--- src/rtl/mips_md_pkg.sv ---
// Shared encodings for the multiply/divide unit: op codes, controller states, HI/LO select.
package mips_md_pkg;

    typedef enum logic [1:0] {
        MD_MULT  = 2'b00,
        MD_MULTU = 2'b01,
        MD_DIV   = 2'b10,
        MD_DIVU  = 2'b11
    } md_op_t;

    typedef enum logic [1:0] {
        IDLE = 2'b00,
        RUN  = 2'b01,
        FIX  = 2'b10
    } md_state_t;

    localparam logic SEL_LO = 1'b0;
    localparam logic SEL_HI = 1'b1;

    function automatic logic op_is_div(input logic [1:0] op);
        return op[1];
    endfunction

    function automatic logic op_is_signed(input logic [1:0] op);
        return ~op[0];
    endfunction

endpackage

--- src/rtl/md_datapath.sv ---
// Unsigned shift-add multiplier / restoring divider core, one iteration per step (MD_FAST_MUL_EN adds a one-shot product).
// Latency: WIDTH steps after load; raw outputs are valid once stepping has finished.
// Backpressure: none; the controller sequences load/step.
module md_datapath
    import mips_md_pkg::*;
#(
    parameter int WIDTH = 32
) (
    input  logic             clk,
    input  logic             rst,
    input  logic             load,
    input  logic             step,
    input  logic [1:0]       op,
    input  logic [WIDTH-1:0] a,
    input  logic [WIDTH-1:0] b,
    output logic [WIDTH-1:0] raw_hi,
    output logic [WIDTH-1:0] raw_lo
);

    logic [WIDTH-1:0] acc;
    logic [WIDTH-1:0] qr;
    logic [WIDTH-1:0] dvs;
    logic [WIDTH:0]   sum;
    logic [WIDTH:0]   shifted;
    logic [WIDTH:0]   diff;
    logic             ge;

    always_comb begin
        sum     = {1'b0, acc} + (qr[0] ? {1'b0, dvs} : '0);
        shifted = {acc, qr[WIDTH-1]};
        diff    = shifted - {1'b0, dvs};
        ge      = (shifted >= {1'b0, dvs});
    end

    // acc is the product high half when multiplying and the partial remainder when dividing
    always_ff @(posedge clk) begin
        if (rst) begin
            acc <= '0;
            qr  <= '0;
            dvs <= '0;
        end else if (load) begin
            acc <= '0;
            qr  <= a;
            dvs <= b;
        end else if (step) begin
            if (op_is_div(op)) begin
                acc <= ge ? diff[WIDTH-1:0] : shifted[WIDTH-1:0];
                qr  <= {qr[WIDTH-2:0], ge};
            end else begin
                acc <= sum[WIDTH:1];
                qr  <= {sum[0], qr[WIDTH-1:1]};
            end
        end
    end

`ifdef MD_FAST_MUL_EN
    logic [2*WIDTH-1:0] prod;
    assign prod = {{WIDTH{1'b0}}, dvs} * {{WIDTH{1'b0}}, qr};
    assign raw_hi = op_is_div(op) ? acc : prod[2*WIDTH-1:WIDTH];
    assign raw_lo = op_is_div(op) ? qr  : prod[WIDTH-1:0];
`else
    assign raw_hi = acc;
    assign raw_lo = qr;
`endif

endmodule

--- src/rtl/muldiv_ctrl.sv ---
// MIPS EX-stage mul/div controller owning HI/LO; MD_FAST_MUL_EN makes multiplies single-cycle.
// Latency: WIDTH+2 cycles from accepted start to new HI/LO and done (2 for fast multiply).
// Backpressure: stall asserted while busy and EX presents a mul/div, MFxx or MTxx.
module muldiv_ctrl
    import mips_md_pkg::*;
#(
    parameter int WIDTH = 32
) (
    input  logic             clk,
    input  logic             rst,
    input  logic             md_start,
    input  logic [1:0]       md_op,
    input  logic [WIDTH-1:0] rs_val,
    input  logic [WIDTH-1:0] rt_val,
    input  logic             mf_req,
    input  logic             mf_sel,
    input  logic             mt_we,
    input  logic             mt_sel,
    input  logic [WIDTH-1:0] mt_data,
    input  logic             flush,
    output logic             busy,
    output logic             stall,
    output logic             done,
    output logic [WIDTH-1:0] mf_data,
    output logic [WIDTH-1:0] hi,
    output logic [WIDTH-1:0] lo
);

    localparam int CW = $clog2(WIDTH + 1);

    md_state_t          state, state_nxt;
    logic [CW-1:0]      cnt;
    logic [1:0]         op_q;
    logic               neg_q, neg_r;
    logic               sa, sb, start;
    logic               dp_step, fix_wr, mt_wr;
    logic [WIDTH-1:0]   a_mag, b_mag, raw_hi, raw_lo, hi_fix, lo_fix;
    logic [2*WIDTH-1:0] prod_fix;

    assign start = (state == IDLE) & md_start & ~flush;
    assign sa    = op_is_signed(md_op) & rs_val[WIDTH-1];
    assign sb    = op_is_signed(md_op) & rt_val[WIDTH-1];
    assign a_mag = sa ? -rs_val : rs_val;
    assign b_mag = sb ? -rt_val : rt_val;

    always_ff @(posedge clk) begin
        if (rst) state <= IDLE;
        else     state <= state_nxt;
    end

    always_comb begin
        state_nxt = state;
        case (state)
            IDLE: if (start) begin
`ifdef MD_FAST_MUL_EN
                state_nxt = op_is_div(md_op) ? RUN : FIX;
`else
                state_nxt = RUN;
`endif
            end
            RUN:  if (flush) state_nxt = IDLE;
                  else if (cnt == CW'(1)) state_nxt = FIX;
            FIX:  state_nxt = IDLE;
            default: state_nxt = IDLE;
        endcase
    end

    always_comb begin
        busy    = (state != IDLE);
        stall   = busy & (md_start | mf_req | mt_we);
        dp_step = (state == RUN) & ~flush;
        fix_wr  = (state == FIX) & ~flush;
        mt_wr   = (state == IDLE) & mt_we & ~md_start;
    end

    // Sign correction applied to the raw magnitudes on the way into HI/LO
    always_comb begin
        prod_fix = neg_q ? -{raw_hi, raw_lo} : {raw_hi, raw_lo};
        if (op_is_div(op_q)) begin
            lo_fix = neg_q ? -raw_lo : raw_lo;
            hi_fix = neg_r ? -raw_hi : raw_hi;
        end else begin
            lo_fix = prod_fix[WIDTH-1:0];
            hi_fix = prod_fix[2*WIDTH-1:WIDTH];
        end
    end

    always_ff @(posedge clk) begin
        if (rst) begin
            cnt   <= '0;
            op_q  <= '0;
            neg_q <= 1'b0;
            neg_r <= 1'b0;
            hi    <= '0;
            lo    <= '0;
            done  <= 1'b0;
        end else begin
            done <= fix_wr;
            if (start) begin
                cnt   <= CW'(WIDTH);
                op_q  <= md_op;
                neg_q <= sa ^ sb;
                neg_r <= sa;
            end else if (dp_step) begin
                cnt <= cnt - CW'(1);
            end
            if (fix_wr) begin
                hi <= hi_fix;
                lo <= lo_fix;
            end else if (mt_wr) begin
                if (mt_sel == SEL_HI) hi <= mt_data;
                else                  lo <= mt_data;
            end
        end
    end

    assign mf_data = (mf_sel == SEL_HI) ? hi : lo;

    md_datapath #(.WIDTH(WIDTH)) u_dp (
        .clk    (clk),
        .rst    (rst),
        .load   (start),
        .step   (dp_step),
        .op     (state == IDLE ? md_op : op_q),
        .a      (a_mag),
        .b      (b_mag),
        .raw_hi (raw_hi),
        .raw_lo (raw_lo)
    );

endmodule

--- config.mk ---
export PLATFORM = sky130hd
export DESIGN_NAME = muldiv_ctrl
export DESIGN_NICKNAME = d
export VERILOG_FILES = /design/src/rtl/mips_md_pkg.sv /design/src/rtl/md_datapath.sv /design/src/rtl/muldiv_ctrl.sv
export SDC_FILE = /design/constraint.sdc
export NUM_CORES = 1
export LEC_CHECK = 0
export BUFFER_PORTS_ARGS = -buffer_cell sky130_fd_sc_hd__buf_4
export CAP_MARGIN = 20
export CORE_ASPECT_RATIO = 0.75
export CORE_MARGIN = 3
export CORE_UTILIZATION = 40
export CTS_CLUSTER_SIZE = 8
export DETAILED_ROUTE_END_ITERATION = 10
export GPL_ROUTABILITY_DRIVEN = 0
export PLACE_DENSITY = 0.61
export SKIP_LAST_GASP = 1
export SYNTH_ARGS = -nofsm -noshare
export SYNTH_HDL_FRONTEND = slang
export SYNTH_SLANG_ARGS = --single-unit
--- constraint.sdc ---
create_clock -name clk -period 6.8 [get_ports clk]
set_input_delay 1.36 -clock clk [delete_from_list [all_inputs] [get_ports clk]]
set_output_delay 1.36 -clock clk [all_outputs]
set_load 0.01 [all_outputs]
* Yosys cells after proc, flatten, opt, wreduce, memory -nomap -nowiden
Index checks and enable logic that the tools add are counted.
** Cells by class
- Equal/unequal tests :: 6
- Bitwise operators :: 15
- $lt $le $gt $ge :: 1
- Add/sub/neg operators :: 8
- Shifts and indexed selects :: 0
- Reductions and logical operators :: 9
- Multipliers :: 0
- Multiplexer cells :: 27
- Div/mod/pow operators :: 0
** Operators with widths (number)
- $mux W32 :: 19
- $neg A32 Y32 :: 4
- $mux W64 :: 1
- $neg A64 Y64 :: 1
- $add A32 B32 Y33 :: 1
- $ge A33 B32 Y1 :: 1
- $sub A32 B32 Y32 :: 1
- $mux W6 :: 2
- $and A1 B1 Y1 :: 9
- $mux W2 :: 4
- $reduce_bool A2 Y1 :: 4
- $eq A6 B1 Y1 const B :: 1
- $reduce_and A2 Y1 :: 3
- $sub A6 B1 Y6 const B :: 1
- $pmux W2 S2 :: 1
- $ne A3 B3 Y1 const B :: 1
- $not A1 Y1 :: 3
- $eq A2 B1 Y1 const B :: 1
- $eq A2 B2 Y1 const B :: 1
- $logic_not A2 Y1 :: 1
- $ne A2 B1 Y1 const B :: 1
- $ne A2 B2 Y1 const B :: 1
- $or A1 B1 Y1 :: 2
- $reduce_or A2 Y1 :: 1
- $xor A1 B1 Y1 :: 1
** Word-level totals
- RAM bits :: 0
- Bits in read-only memories :: 0
- Word-level logic and storage cells :: 78
- Bits of input ports :: 106
- Memories kept :: 0
- Latch bits :: 0
- Output and inout port bits :: 99
- Register bits :: 173

* Longest topological paths before layout
- Word-level depth :: 5
- Depth in mapped cells :: 14
- Depth with buffers taken out :: 13

* By module
From an unflattened synthesis, not the netlist that was laid out.
** Unflattened totals
- Cells, all modules :: 1966
- Area, all modules :: 15153.3 sq um
** By module, submodules not included
- md_datapath :: sequential area each 1921.8 sq um, instances 1, cells each 1027, area each 7993.9 sq um
- muldiv_ctrl :: sequential area each 1541.5 sq um, instances 1, cells each 939, area each 7159.4 sq um

* Worst setup path before layout
OpenSTA, ideal clock, no wires.
- Path type :: in2reg
- Start point :: input rs_val[8]
- End point :: register u_dp.qr[30], in the netlist u_dp.raw_lo[30]
- Path buffers :: 0
- Arrival :: 3.688 ns
- Cell stages on the path :: 8
- Path slack :: 3.027 ns
- Cells stage by stage :: or3_1 -> or3_1 -> nor4_1 -> nor4b_1 -> nand3_1 -> o41ai_1 -> xor2_1 -> a211oi_1
** On the way
- Word-level cells in the longest chain between the ends :: 3
** RTL lines
- start, declared :: line muldiv_ctrl.sv:13 : input logic [WIDTH-1:0] rs_val,
- $neg A32 Y32 :: line muldiv_ctrl.sv:43 : assign a_mag = sa ? -rs_val : rs_val;
- $mux W32 :: line muldiv_ctrl.sv:43
- $mux W32 :: line md_datapath.sv:41 : end else if (load) begin
- end signal, assigned :: line md_datapath.sv:48 : qr <= {qr[WIDTH-2:0], ge};
- end signal, assigned :: line md_datapath.sv:51 : qr <= {sum[0], qr[WIDTH-1:1]};
- end, declared :: line md_datapath.sv:21 : logic [WIDTH-1:0] qr;
No other way between the ends.
A chain may end at the register's enable or synchronous reset.

* Final worst setup path
- Start point :: register u_dp.acc[1], in the netlist u_dp.raw_hi[1]
- End point :: register u_dp.acc[8], in the netlist u_dp.raw_hi[8]
** On the way
- Word-level cells in the longest chain between the ends :: 3
- Elaborated cells on any way between the ends :: 5
- Those cells by class :: add/sub (2); order compare (1); mux (2)
** RTL lines
- start, declared :: line md_datapath.sv:20 : logic [WIDTH-1:0] acc;
- start signal, assigned :: line md_datapath.sv:47 : acc <= ge ? diff[WIDTH-1:0] : shifted[WIDTH-1:0];
- start signal, assigned :: line md_datapath.sv:50 : acc <= sum[WIDTH:1];
- $sub A32 B32 Y32 / $ge A33 B32 Y1 (equally long branches) :: line md_datapath.sv:31, md_datapath.sv:32
- $mux W32 :: line md_datapath.sv:47
- $mux W32 * :: line md_datapath.sv:46 : if (op_is_div(op)) begin
Every way passes the cells marked *; elsewhere a longest branch is shown, timed or not.

==> impl_metrics.env <==
export IMPL_ys_types=72
export IMPL_synth_seq_cells=172
export IMPL_hold_buffers=0
export IMPL_core_um2=36000
export IMPL_multi_input_area_um2=10500
export IMPL_synth_top_area_cell="dfxtp_1"
export IMPL_dp_slack_ns=2.46
export IMPL_drcViolationCount=0
export IMPL_setup_worst_path_start_class="flip-flop"
export IMPL_slew_headroom_pct=30.8
export IMPL_power_mw=3.01
export IMPL_cts_resized=0
export IMPL_cts_buffers=17
export IMPL_p_leak_nw=7.18
export IMPL_drv_cap=0
export IMPL_hp_class="reg -> reg"
export IMPL_path_clk_slew_ns=0.07
export IMPL_worst_pin_slew_ns=1.04
export IMPL_p_per_area_nw_per_um2=176
export IMPL_nNetsFinal=2242
export IMPL_post_cts_buffers=0
export IMPL_vias=15300
export IMPL_crit_path_max_incr_delay_ns=0.61
export IMPL_globalRoute_totalOverflow=0
export IMPL_share_seq_of_total_power_pct=37.4
export IMPL_cp_end_kind="flip-flop"
export IMPL_p_clk_share_pct=32.9
export IMPL_nFillCells=3634
export IMPL_pwr_share_comb_pct=29.7
export IMPL_fmax_mhz=244
export IMPL_boundaryPins=205
export IMPL_worstPathArrival_ns=4.40
export IMPL_holdWs_ns=0.453
export IMPL_syn_avg_cell_area_um2=7.49
export IMPL_grt_usage_pct=26.1
export IMPL_placementRows=60
export IMPL_synthTopCellsByCount="217 x nor2_1, 175 x nand2_1, 172 x dfxtp_1"
export IMPL_setup_viol=0
export IMPL_slew_violations=0
export IMPL_clock_skew_final_ns=0.0166
export IMPL_switching_power_mw=1.08
export IMPL_ys_flop_type="dfxtp_1"
export IMPL_synth_cells=1961
export IMPL_finalSetupTns_ns=0
export IMPL_path_class="reg -> reg"
export IMPL_status="finished, final reports clean"
export IMPL_worst_skew_pair_late_latency_ns=0.46
export IMPL_drt_iter0_drc=1622
export IMPL_die_w_um=227
export IMPL_dp_hpwl_um=40400
export IMPL_die_y_um=172
export IMPL_p_int_mw=1.93
export IMPL_cts_root_buf="clkbuf_16"
export IMPL_syn2layout_area_growth_pct=16.0
export IMPL_crit_required_ns=7.11
export IMPL_synth_most_common_cell="nor2_1"
export IMPL_routed_wl_um=52900
export IMPL_postLayoutCoreUtil_pct=47.3
export IMPL_cts_tree="done"
export IMPL_grt_max_degree=106
export IMPL_drt_pass1_iterations=5
export IMPL_rsz0062_at_grt="no"
export IMPL_final_hold_violation_count=0
export IMPL_yosys_warnings=0
export IMPL_drive_above_1_share_pct=16.0
export IMPL_diodes=0
export IMPL_synth_top_cell_area_share_pct=23.4
export IMPL_timing_final_ws_setup_ns=2.71
export IMPL_clock_sinks=172
export IMPL_grt_pass1_vias=13700
export IMPL_dieArea_um2=39100
export IMPL_ant_nets=0
export IMPL_min_period_ns=4.09
export IMPL_max_vdd_ir_drop_mv=0.187
export IMPL_register_area_um2=3440
export IMPL_timing_final_crit_share_pct=60.2
export IMPL_h_tree_depth=4
export IMPL_vias_per_cell=6.03
export IMPL_cp_common_cell="a21oi_1"
export IMPL_synth_nets=2139
export IMPL_cpMaxStageDelayCell="dfxtp_1"
export IMPL_synth_edf_count=0
export IMPL_cp_max_fo=15
export IMPL_antenna_found_initial=0
export IMPL_clk_path_buf_depth=2
export IMPL_sw_frac_of_total_pct=35.8
export IMPL_wire_per_inst_um=20.8
export IMPL_ys_seq_area_share_pct=23.4
export IMPL_grt_pass1_wl_um=79600
export IMPL_synth_area_um2=14700
export IMPL_crit_chain="ha_1 -> a21oi_1 -> a211o_1 -> nand4b_1 -> o311a_1 -> o211ai_1 -> nand2_1 -> buf_4 -> mux2_2 -> o21ai_0 -> a21oi_1"
export IMPL_start_util_pct=40.8
export IMPL_port_buffers=204
export IMPL_yosys_top_cells_area="dfxtp_1 23%, a211oi_1 7.4%, ha_1 6.0%"
export IMPL_synth_async_reset_ratio_pct=0
## flip-flops by register name (all words and copies together), names as in the netlist
signal / count
u_dp.raw_hi: 32
done: 1
op_q: 1
cnt: 6
state: 2
u_dp.raw_lo: 32
u_dp.dvs: 32
hi: 32
neg_q: 1
neg_r: 1
lo: 32
## layout make-up
| type | instances | share of cell area [%] |
|---|---|---|
| clock buffer | 19 | 2.60 |
| timing repair buffer | 221 | 9.85 |
| sequential | 172 | 20.2 |
| multi-input combinational | 1588 | 61.8 |
| inverter | 64 | 1.41 |
| tap | 465 | 3.41 |
| clock inverter | 12 | 0.749 |
## power groups by stage
| stage | Combinational, mW | Clock, mW | Sequential [mW] |
|---|---|---|---|
| floorplan | 0.579 | 0 | 1.12 |
| global placement | 0.853 | 0 | 1.14 |
| detailed placement | 0.858 | 0 | 1.15 |
| CTS | 0.863 | 1.01 | 1.12 |
| global route | 0.962 | 1.05 | 1.13 |
| finish | 0.892 | 0.990 | 1.13 |
## routing by layer
metal	global-route usage [%]	share of wire (%)	vias to the layer above
met5	2.48	0.26	-
met4	5.78	1.6	2
met3	9.40	12	54
met2	35.1	39	732
met1	39.0	47	7166
li1	-	-	7356
## through the flow
stage	cell area [µm²]	cells
floorplan	14700	1961
global placement	16400	2508
detailed placement	16400	2508
CTS	17000	2539
global route	17000	2541
finish	17000	2541
## final timing paths
check,start,slack [ns],cells past startpoint,to
max,u_dp.raw_hi[1]$_SDFFE_PP0P_,2.71,11,u_dp.raw_hi[8]$_SDFFE_PP0P_
min,u_dp.dvs[24]$_SDFFE_PP0P_,0.45,2,u_dp.dvs[24]$_SDFFE_PP0P_
max reg2reg,u_dp.raw_hi[1]$_SDFFE_PP0P_,2.71,11,u_dp.raw_hi[8]$_SDFFE_PP0P_
min reg2reg,u_dp.dvs[24]$_SDFFE_PP0P_,0.45,2,u_dp.dvs[24]$_SDFFE_PP0P_
## critical path, delay by kind of cell, from the launching register on
| kind | cells | cell delay (ns) |
|---|---|---|
| mux | 1 | 0.29 |
| compound gates | 6 | 1.62 |
| flops | 1 | 0.61 |
| buf+inv | 1 | 0.37 |
| fa+ha+maj | 1 | 0.38 |
| simple gates | 2 | 0.67 |
## placed cells by master, fill, tap and decap left out, types with 10 or more instances in the layout
| cell | Yosys | final |
|---|---|---|
| a211oi_1 | 145 | 145 |
| a21o_1 | 31 | 31 |
| a21oi_1 | 171 | 171 |
| a31oi_1 | 21 | 21 |
| and2_1 | 10 | 11 |
| buf_4 | 0 | 220 |
| clkbuf_16 | 0 | 17 |
| dfxtp_1 | 172 | 172 |
| ha_1 | 70 | 70 |
| inv_1 | 64 | 64 |
| mux2_2 | 47 | 47 |
| mux2i_1 | 69 | 68 |
| nand2_1 | 175 | 174 |
| nand2b_1 | 14 | 14 |
| nand3_1 | 34 | 34 |
| nand4_1 | 16 | 16 |
| nor2_1 | 217 | 216 |
| nor3_1 | 42 | 42 |
| nor4_1 | 21 | 21 |
| o211ai_1 | 17 | 17 |
| o21ai_0 | 107 | 107 |
| o31ai_1 | 32 | 32 |
| o41ai_1 | 10 | 10 |
| or3_1 | 20 | 20 |
| or4_1 | 16 | 16 |
| xnor2_1 | 96 | 96 |
| xor2_1 | 72 | 72 |
## kinds of logic (layout without fill, tap and decap cells)
kind of cell	after synthesis	count (layout)	share of synthesized area (%)
buffers and inverters	201	316	5.19
AND/OR/NAND/NOR	626	626	20.1
flip-flops	172	172	23.4
multiplexers	116	116	8.30
adder cells (fa/ha/maj)	72	72	6.23
XOR/XNOR	168	168	10.0
AO/OA/AOI/OAI	606	606	26.7
Power figures use the tool's default switching activity.
